### src/rtl/lcd_cls_cmd_serializer.sv
// PMOD CLS command serializer: turns clear/line-write strobes into escape/ASCII byte streams.
// Optional LCD_CLS_TEXT_SANITIZE_EN replaces non-printable text chars with spaces.
module lcd_cls_cmd_serializer (
  input  logic         i_clk_20mhz,
  input  logic         i_rst_20mhz,
  input  logic         i_ce_2_5mhz,
  input  logic         i_wr_clear_display,
  input  logic         i_wr_text_line1,
  input  logic         i_wr_text_line2,
  input  logic [127:0] i_dat_ascii_line1,
  input  logic [127:0] i_dat_ascii_line2,
  output logic         o_command_ready,
  output logic [7:0]   o_tx_byte,
  output logic         o_tx_valid,
  input  logic         i_tx_ready
);

  typedef enum logic [1:0] {
    ST_IDLE,
    ST_SEND_CLEAR,
    ST_SEND_LINE1,
    ST_SEND_LINE2
  } state_t;

  state_t       state_q, state_d;
  logic [4:0]   idx_q, idx_d;
  logic [127:0] snap_q, snap_d;
  logic [7:0]   tx_byte_q, tx_byte_d;
  logic         tx_valid_q, tx_valid_d;
  logic         cmd_ready_q, cmd_ready_d;
  logic [4:0]   last_idx;

  function automatic logic [7:0] text_char(input logic [7:0] c);
`ifdef LCD_CLS_TEXT_SANITIZE_EN
    return ((c < 8'h20) || (c > 8'h7E)) ? 8'h20 : c;
`else
    return c;
`endif
  endfunction

  function automatic logic [7:0] seq_byte(input state_t st, input logic [4:0] idx,
                                          input logic [127:0] txt);
    logic [3:0] c;
    logic [6:0] off;
    logic [7:0] b;
    c   = 4'(idx - 5'd6);
    off = {4'd15 - c, 3'b000};
    case (idx)
      5'd0:    b = 8'h1B;
      5'd1:    b = 8'h5B;
      5'd2:    b = (st == ST_SEND_CLEAR) ? 8'h6A : ((st == ST_SEND_LINE1) ? 8'h30 : 8'h31);
      5'd3:    b = 8'h3B;
      5'd4:    b = 8'h30;
      5'd5:    b = 8'h48;
      default: b = text_char(txt[off +: 8]);
    endcase
    return b;
  endfunction

  always_comb begin
    state_d    = state_q;
    idx_d      = idx_q;
    snap_d     = snap_q;
    tx_byte_d  = tx_byte_q;
    tx_valid_d = tx_valid_q;
    last_idx   = (state_q == ST_SEND_CLEAR) ? 5'd2 : 5'd21;
    if (i_ce_2_5mhz) begin
      if (state_q == ST_IDLE) begin
        // Fixed priority; losing requests are simply not acknowledged.
        if (i_wr_clear_display) begin
          state_d    = ST_SEND_CLEAR;
          idx_d      = 5'd0;
          tx_byte_d  = 8'h1B;
          tx_valid_d = 1'b1;
        end else if (i_wr_text_line1) begin
          state_d    = ST_SEND_LINE1;
          snap_d     = i_dat_ascii_line1;
          idx_d      = 5'd0;
          tx_byte_d  = 8'h1B;
          tx_valid_d = 1'b1;
        end else if (i_wr_text_line2) begin
          state_d    = ST_SEND_LINE2;
          snap_d     = i_dat_ascii_line2;
          idx_d      = 5'd0;
          tx_byte_d  = 8'h1B;
          tx_valid_d = 1'b1;
        end
      end else if (tx_valid_q && i_tx_ready) begin
        if (idx_q == last_idx) begin
          state_d    = ST_IDLE;
          idx_d      = 5'd0;
          tx_byte_d  = 8'h00;
          tx_valid_d = 1'b0;
        end else begin
          idx_d     = idx_q + 5'd1;
          tx_byte_d = seq_byte(state_q, idx_q + 5'd1, snap_q);
        end
      end
    end
    // Tracks the next state every clock so ready rises right after reset release.
    cmd_ready_d = (state_d == ST_IDLE);
  end

  always_ff @(posedge i_clk_20mhz) begin
    if (i_rst_20mhz) begin
      state_q     <= ST_IDLE;
      idx_q       <= 5'd0;
      snap_q      <= 128'd0;
      tx_byte_q   <= 8'h00;
      tx_valid_q  <= 1'b0;
      cmd_ready_q <= 1'b0;
    end else begin
      state_q     <= state_d;
      idx_q       <= idx_d;
      snap_q      <= snap_d;
      tx_byte_q   <= tx_byte_d;
      tx_valid_q  <= tx_valid_d;
      cmd_ready_q <= cmd_ready_d;
    end
  end

  assign o_command_ready = cmd_ready_q;
  assign o_tx_byte       = tx_byte_q;
  assign o_tx_valid      = tx_valid_q;

endmodule
### config.mk
export PLATFORM = sky130hd
export DESIGN_NAME = lcd_cls_cmd_serializer
export DESIGN_NICKNAME = d
export VERILOG_FILES = /design/src/rtl/lcd_cls_cmd_serializer.sv
export SDC_FILE = /design/constraint.sdc
export NUM_CORES = 1
export LEC_CHECK = 0
export CELL_PAD_IN_SITES_DETAIL_PLACEMENT = 1
export CELL_PAD_IN_SITES_GLOBAL_PLACEMENT = 2
export CORE_MARGIN = 2
export CORE_UTILIZATION = 25
export CTS_CLUSTER_SIZE = 40
export DETAILED_ROUTE_END_ITERATION = 8
export DONT_BUFFER_PORTS = 1
export PLACE_DENSITY = 0.57
export SYNTH_ARGS = -nofsm -noshare
export SYNTH_HDL_FRONTEND = slang
export SYNTH_SLANG_ARGS = --single-unit
### constraint.sdc
create_clock -name i_clk_20mhz -period 3.9 [get_ports i_clk_20mhz]
set_input_delay 0.585 -clock i_clk_20mhz [delete_from_list [all_inputs] [get_ports i_clk_20mhz]]
set_output_delay 0.585 -clock i_clk_20mhz [all_outputs]
set_load 0.03 [all_outputs]
==> metrics.yaml, run 1 <==
timing:
  skew_ns: 0.02157
  max_freq_mhz: 295.2
  tns_ns: 0
  whs_ns: 0.2342
  finalSetupViolCount: 0
  rsz0062_at_grt: "false"
  period_share: 0.8687
  finalHoldViolCount: 0
  tightest_slew_ns: 0.8967
  fin_crit_ns: 3.388
  slew_violations: 0
  slew_headroom: 0.3993
clock_tree:
  post-cts-setup-buffer-count: 0
  clk_latency_ns: 0.44
  clk_path_buf_depth: 2
  ctsHoldBuffers: 0
  post_cts_resized: 0
  numCtsBuffers: 17
  cts_root_buf: "clkbuf_16"
  path_clk_slew_ns: 0.07
  clock_sinks: 145
  htreeDepth: 4
  cts_tree: "done"
synth:
  syn_area_per_cell_sq_um: 10.02
  synth-xor-area-share: 0.004391
  yosys.area_share.adder: 0.01301
  synth-compound-area-share: 0.1618
  synth-seq-cells: 145
  yosysTopAreaCellShare: 0.3773
  synth.most_common_cell: "nor2_1"
  synth_fp_nets: 1039
  synth_edf_count: 0
  syn_inst: 768
  synthArstFlopShare: 0
  ys_seq_area_frac: 0.3773
  synth_top_area_cell: "dfxtp_1"
  synth.area.mux_share: 0.2976
  synth_area_sq_um: 7694
  synth_area_leaders: "dfxtp_1 (38%), mux2i_1 (18%), a211oi_1 (13%), nor2_1 (7.3%), mux4_2 (5.9%)"
  synth_top_family_by_area: "multiplexers"
  synth_ff_type: "dfxtp_1"
  yosysWarnings: 0
  synth.top_cells.by_count: "nor2_1 (149), dfxtp_1 (145), mux2i_1 (138)"
  yosys.area_share.simple: 0.09790
  synthDistinctLibCells: 47
global_route:
  use_met1: 0.1807
  grt_pass1_wl_mm: 35.56
  top_usage_layer: "met2"
  antenna_found_initial: 1
  grt_pass1_vias: 5830
  use_met2: 0.2578
  grt_overflow: 0
  grtUsageMet3: 0.03160
  grt_max_degree: 144
  grt.total_usage: 0.1464
route:
  wl_per_cell_um: 21.34
  drc: 0
  dr.pass1.iters: 4
  finalWirelength_mm: 24.07
  via_per_inst: 5.121
  routed-via-count: 5777
  drt_iter0_markers: 214
  antenna_left: 0
pwr:
  power.share.clock: 0.456
  swShare: 0.2746
  switchingPower_mw: 1.053
  intPower_mw: 2.783
  p_leak_nw: 3.166
  totalPowerFinal_mw: 3.836
  power.density_nw_per_um2: 448.2
  combPwrFrac: 0.108
  seqPwrFrac: 0.435
  peakVddDrop_mv: 0.2856
status:
  status: "finished, final reports clean"
worst_setup_path:
  crit_type: "register to register"
  reg2reg_depth: 8
  path_buf_inv: 0
  worstPathMaxFanout: 11
  cp_top_family: "XOR/XNOR gates"
  start_kind: "register"
  crit_path_frequent_cell: "ha_1"
  r2r_start: "idx_q[1]"
  critPathLaunch: "idx_q[1]"
  cp-end-kind: "register"
  critPathArrivalTime_ns: 3.67
  crit_slowest_cell: "xnor2_2"
  rrSetupSlack_ns: 0.51
  crit_cells: 8
  required_ns: 4.18
  crit_chain: "ha_1 -> xor2_1 -> ha_1 -> xnor2_1 -> xnor2_2 -> mux4_2 -> nor2_1 -> o22ai_1"
  slowest_delay_ns: 0.72
cells_and_area:
  drive_gt1_frac: 0.08880
  antenna_cells: 0
  area_growth_pct: 11.25
  fin_cells: 1128
  nets: 990
place:
  place_hpwl_mm: 17.68
  finalWeightedCongestion: 0.7633
  io_buffer_count: 0
  placed_cells_incl_taps: 1096
floorplan:
  rows: 64
  ioPinCount: 273
  dieArea_sq_um: 32190
  die_w_um: 179.4
  initial_core_util: 0.2528
  die_h_um: 179.4
  core_area_sq_um: 30430
worst_hold_path:
  whs_path_depth: 1
  worstHoldStart: "i_rst_20mhz"
  min_path_type: "primary input to register"
run:
  drv_cap: 0
## final timing paths
check                               endpoint
worst max register to register  o_tx_byte[3]
worst min register to register    snap_q[50]
worst min-delay path              snap_q[82]
worst max-delay path            o_tx_byte[3]
## state kept, by name, summed over array words and instances, names as in the netlist
register,cells
idx_q,5
o_tx_byte,8
state_q,2
snap_q,128
o_tx_valid,1
o_command_ready,1
## cell usage in the layout, fill, tap and decap left out, types with 3 or more instances in the layout
cell type,n
o21ai_0,4
nand3_1,5
mux2i_1,138
ha_1,7
nand4_1,3
a211oi_1,131
inv_1,9
nor2_1,149
dfxtp_1,144
inv_6,3
a311oi_1,3
a21oi_1,8
mux4_1,17
nand2_1,13
or3_1,3
a22oi_1,3
clkinv_8,3
inv_8,3
buf_4,3
clkbuf_16,17
mux4_2,20
clkinv_4,3
## logic make-up after synthesis
| kind of cell | after synthesis |
|---|---|
| flip-flops | 145 |
| AND/OR/NAND/NOR | 186 |
| AO/OA/AOI/OAI | 168 |
| multiplexers | 176 |
| XOR/XNOR | 3 |
| buffers and inverters | 82 |
| adder cells (fa/ha/maj) | 8 |
## area by class of cell
type	instances	area (sq um)
tap	396	495.5
multi-input combinational	541	4429
timing repair buffer	5	62.56
inverter	9	33.78
clock inverter	14	195.2
sequential	145	2904
fill	3406	21870
clock buffer	18	439.2
## power by group through the flow
stage	Combinational [mW]	Sequential, mW	Clock [mW]
3_3_place_gp	0.414	1.71	0
4_1_cts	0.430	1.67	1.80
2_1_floorplan	0.375	1.67	0
6_report	0.415	1.67	1.75
5_1_grt	0.466	1.68	1.86
3_5_place_dp	0.428	1.71	0
## per-layer routing
| metal | part of all wire | up-vias |
|---|---|---|
| met2 | 0.51 | 175 |
| met1 | 0.44 | 2794 |
| met3 | 0.045 | 15 |
| met4 | 0.0073 | 0 |
| met5 | 0 | - |
| li1 | - | 2793 |
## per-stage QoR
stage / setup WS (ns) / utilization / area [sq um]
after detailed placement: 0.4832 / 0.2604 / 7925
final: 0.5122 / 0.2813 / 8559
after CTS: 0.4653 / 0.2813 / 8559
after floorplan: 1.165 / - / 7694
after global placement: 0.5513 / 0.2604 / 7925
after global routing: 0.2217 / 0.2813 / 8559
Note: power is estimated with default switching activity, not from simulation.
==> run 2, diff against run 1 <==
Clock period 3.9 ns to 3.72 ns, I/O delays scaled along.
==> metrics.yaml, run 2 (synthesis results as in run 1) <==
pwr:
  peakVddDrop_mv: 0.2983
  seqPwrFrac: 0.444
  swShare: 0.2693
  combPwrFrac: 0.110
  power.density_nw_per_um2: 463.7
  power.share.clock: 0.446
  switchingPower_mw: 1.063
  p_leak_nw: 3.146
  totalPowerFinal_mw: 3.947
  intPower_mw: 2.884
cells_and_area:
  finish.utilization: 0.2797
  layout_common_cells: "nor2_1 (149), dfxtp_1 (144), mux2i_1 (138)"
  multiInputGateArea_sq_um: 4429
  largest_reg_flops: 128
  nets: 989
  n_fill_cell: 3423
  area.sequential_sq_um: 2904
  regMostFlops: "snap_q"
  antenna_cells: 0
  layout_commonest_cell: "nor2_1"
  area_growth_pct: 10.64
  drive_gt1_frac: 0.08630
  fin_cells: 1126
worst_setup_path:
  required_ns: 4.03
  r2r_start: "idx_q[1]"
  rrSetupSlack_ns: 0.33
  rr_endpoint: "o_tx_byte[2]"
  reg2reg_depth: 7
  crit_type: "register to register"
  critPathArrivalTime_ns: 3.69
  cp-end-kind: "register"
  worstPathMaxFanout: 11
  start_kind: "register"
run:
  drv_cap: 0
route:
  drt_iter0_markers: 235
  finalWirelength_mm: 23.97
  antenna_left: 0
  wl_per_cell_um: 21.29
  dr.pass1.iters: 4
  drc: 0
  routed-via-count: 5731
  via_per_inst: 5.090
timing:
  rsz0062_at_grt: "false"
  tns_ns: 0
  max_freq_mhz: 295.1
  period_share: 0.9109
  whs_ns: 0.2082
  finalSetupViolCount: 0
  skew_ns: 0.01060
  finalHoldViolCount: 0
  slew_violations: 0
  slew_headroom: 0.3087
  tightest_slew_ns: 1.035
  fin_crit_ns: 3.389
global_route:
  grt_max_degree: 177
  grt.total_usage: 0.1450
  antenna_found_initial: 0
  use_met2: 0.2515
  use_met1: 0.1854
  top_usage_layer: "met2"
  grt_pass1_wl_mm: 35.60
  grtUsageMet3: 0.03140
  grt_pass1_vias: 5894
  grt_overflow: 0
floorplan:
  die_h_um: 179.4
  ioPinCount: 273
  dieArea_sq_um: 32190
  core_area_sq_um: 30430
  initial_core_util: 0.2528
  die_w_um: 179.4
  rows: 64
status:
  status: "finished, final reports clean"
clock_tree:
  htreeDepth: 4
  ctsHoldBuffers: 0
  cts_root_buf: "clkbuf_16"
  cts_tree: "done"
  clk_latency_ns: 0.42
  numCtsBuffers: 17
  clock_sinks: 145
  post_cts_resized: 0
  post-cts-setup-buffer-count: 0
  clk_path_buf_depth: 2
  path_clk_slew_ns: 0.07
worst_hold_path:
  min_path_type: "primary input to register"
  worstHoldStart: "i_rst_20mhz"
  whs_endpoint: "snap_q[82]"
  whs_path_depth: 1
place:
  finalWeightedCongestion: 0.7503
  placed_cells_incl_taps: 1095
  io_buffer_count: 0
  place_hpwl_mm: 17.69
[run 2: power by group through the flow]
stage | sequential, mW | combinational, mW | clock (mW)
2_1_floorplan | 1.75 | 0.393 | 0
5_1_grt | 1.76 | 0.489 | 1.89
3_5_place_dp | 1.79 | 0.447 | 0
3_3_place_gp | 1.79 | 0.435 | 0
4_1_cts | 1.75 | 0.449 | 1.82
6_report | 1.75 | 0.436 | 1.76
[run 2: worst max-delay path by stage]
stage,endpoint,depth (start not counted),slack [ns],from
2_1_floorplan,o_tx_byte[3],9,0.98,idx_q[1]
3_3_place_gp,o_tx_byte[3],8,0.41,idx_q[1]
3_5_place_dp,o_tx_byte[7],7,0.35,idx_q[1]
4_1_cts,o_tx_byte[7],7,0.32,idx_q[1]
5_1_grt,o_tx_byte[3],8,0.1,idx_q[1]
6_report,o_tx_byte[2],7,0.33,idx_q[1]
[run 2: per-layer routing]
layer  wire [um]  vias up  share of wire
li1            -     2791              -
met2       11950      162           0.50
met4         150        0         0.0063
met5           0        -              0
met1       10840     2771           0.45
met3        1023        7          0.043
[run 2: area by class of cell]
cell class / instances / share of cell area
sequential: 145 / 0.3412
multi-input combinational: 541 / 0.5204
clock buffer: 17 / 0.04998
timing repair buffer: 4 / 0.006468
clock inverter: 14 / 0.01984
tap: 396 / 0.05821
inverter: 9 / 0.003969
[run 2: worst max-delay path, cell delays in order, from the launching register on]
cell and delay, ns:
dfxtp_1 0.52, ha_1 0.41, xor2_1 0.44, ha_1 0.26
xnor2_1 0.10, xnor2_2 0.74, mux4_2 0.59, a22o_1 0.21
[run 2: stage by stage]
stage,worst slack [ns],area (sq um)
2_1_floorplan,0.9847,7694
3_3_place_gp,0.4091,7918
3_5_place_dp,0.3475,7918
4_1_cts,0.3194,8512
5_1_grt,0.09794,8512
6_report,0.3315,8512
==> run 3, diff against run 2 <==
Settings changed: GPL_ROUTABILITY_DRIVEN from default to 1.
==> results of run 3 <==
Final layout, timing and power as in run 2 (identical DEF).
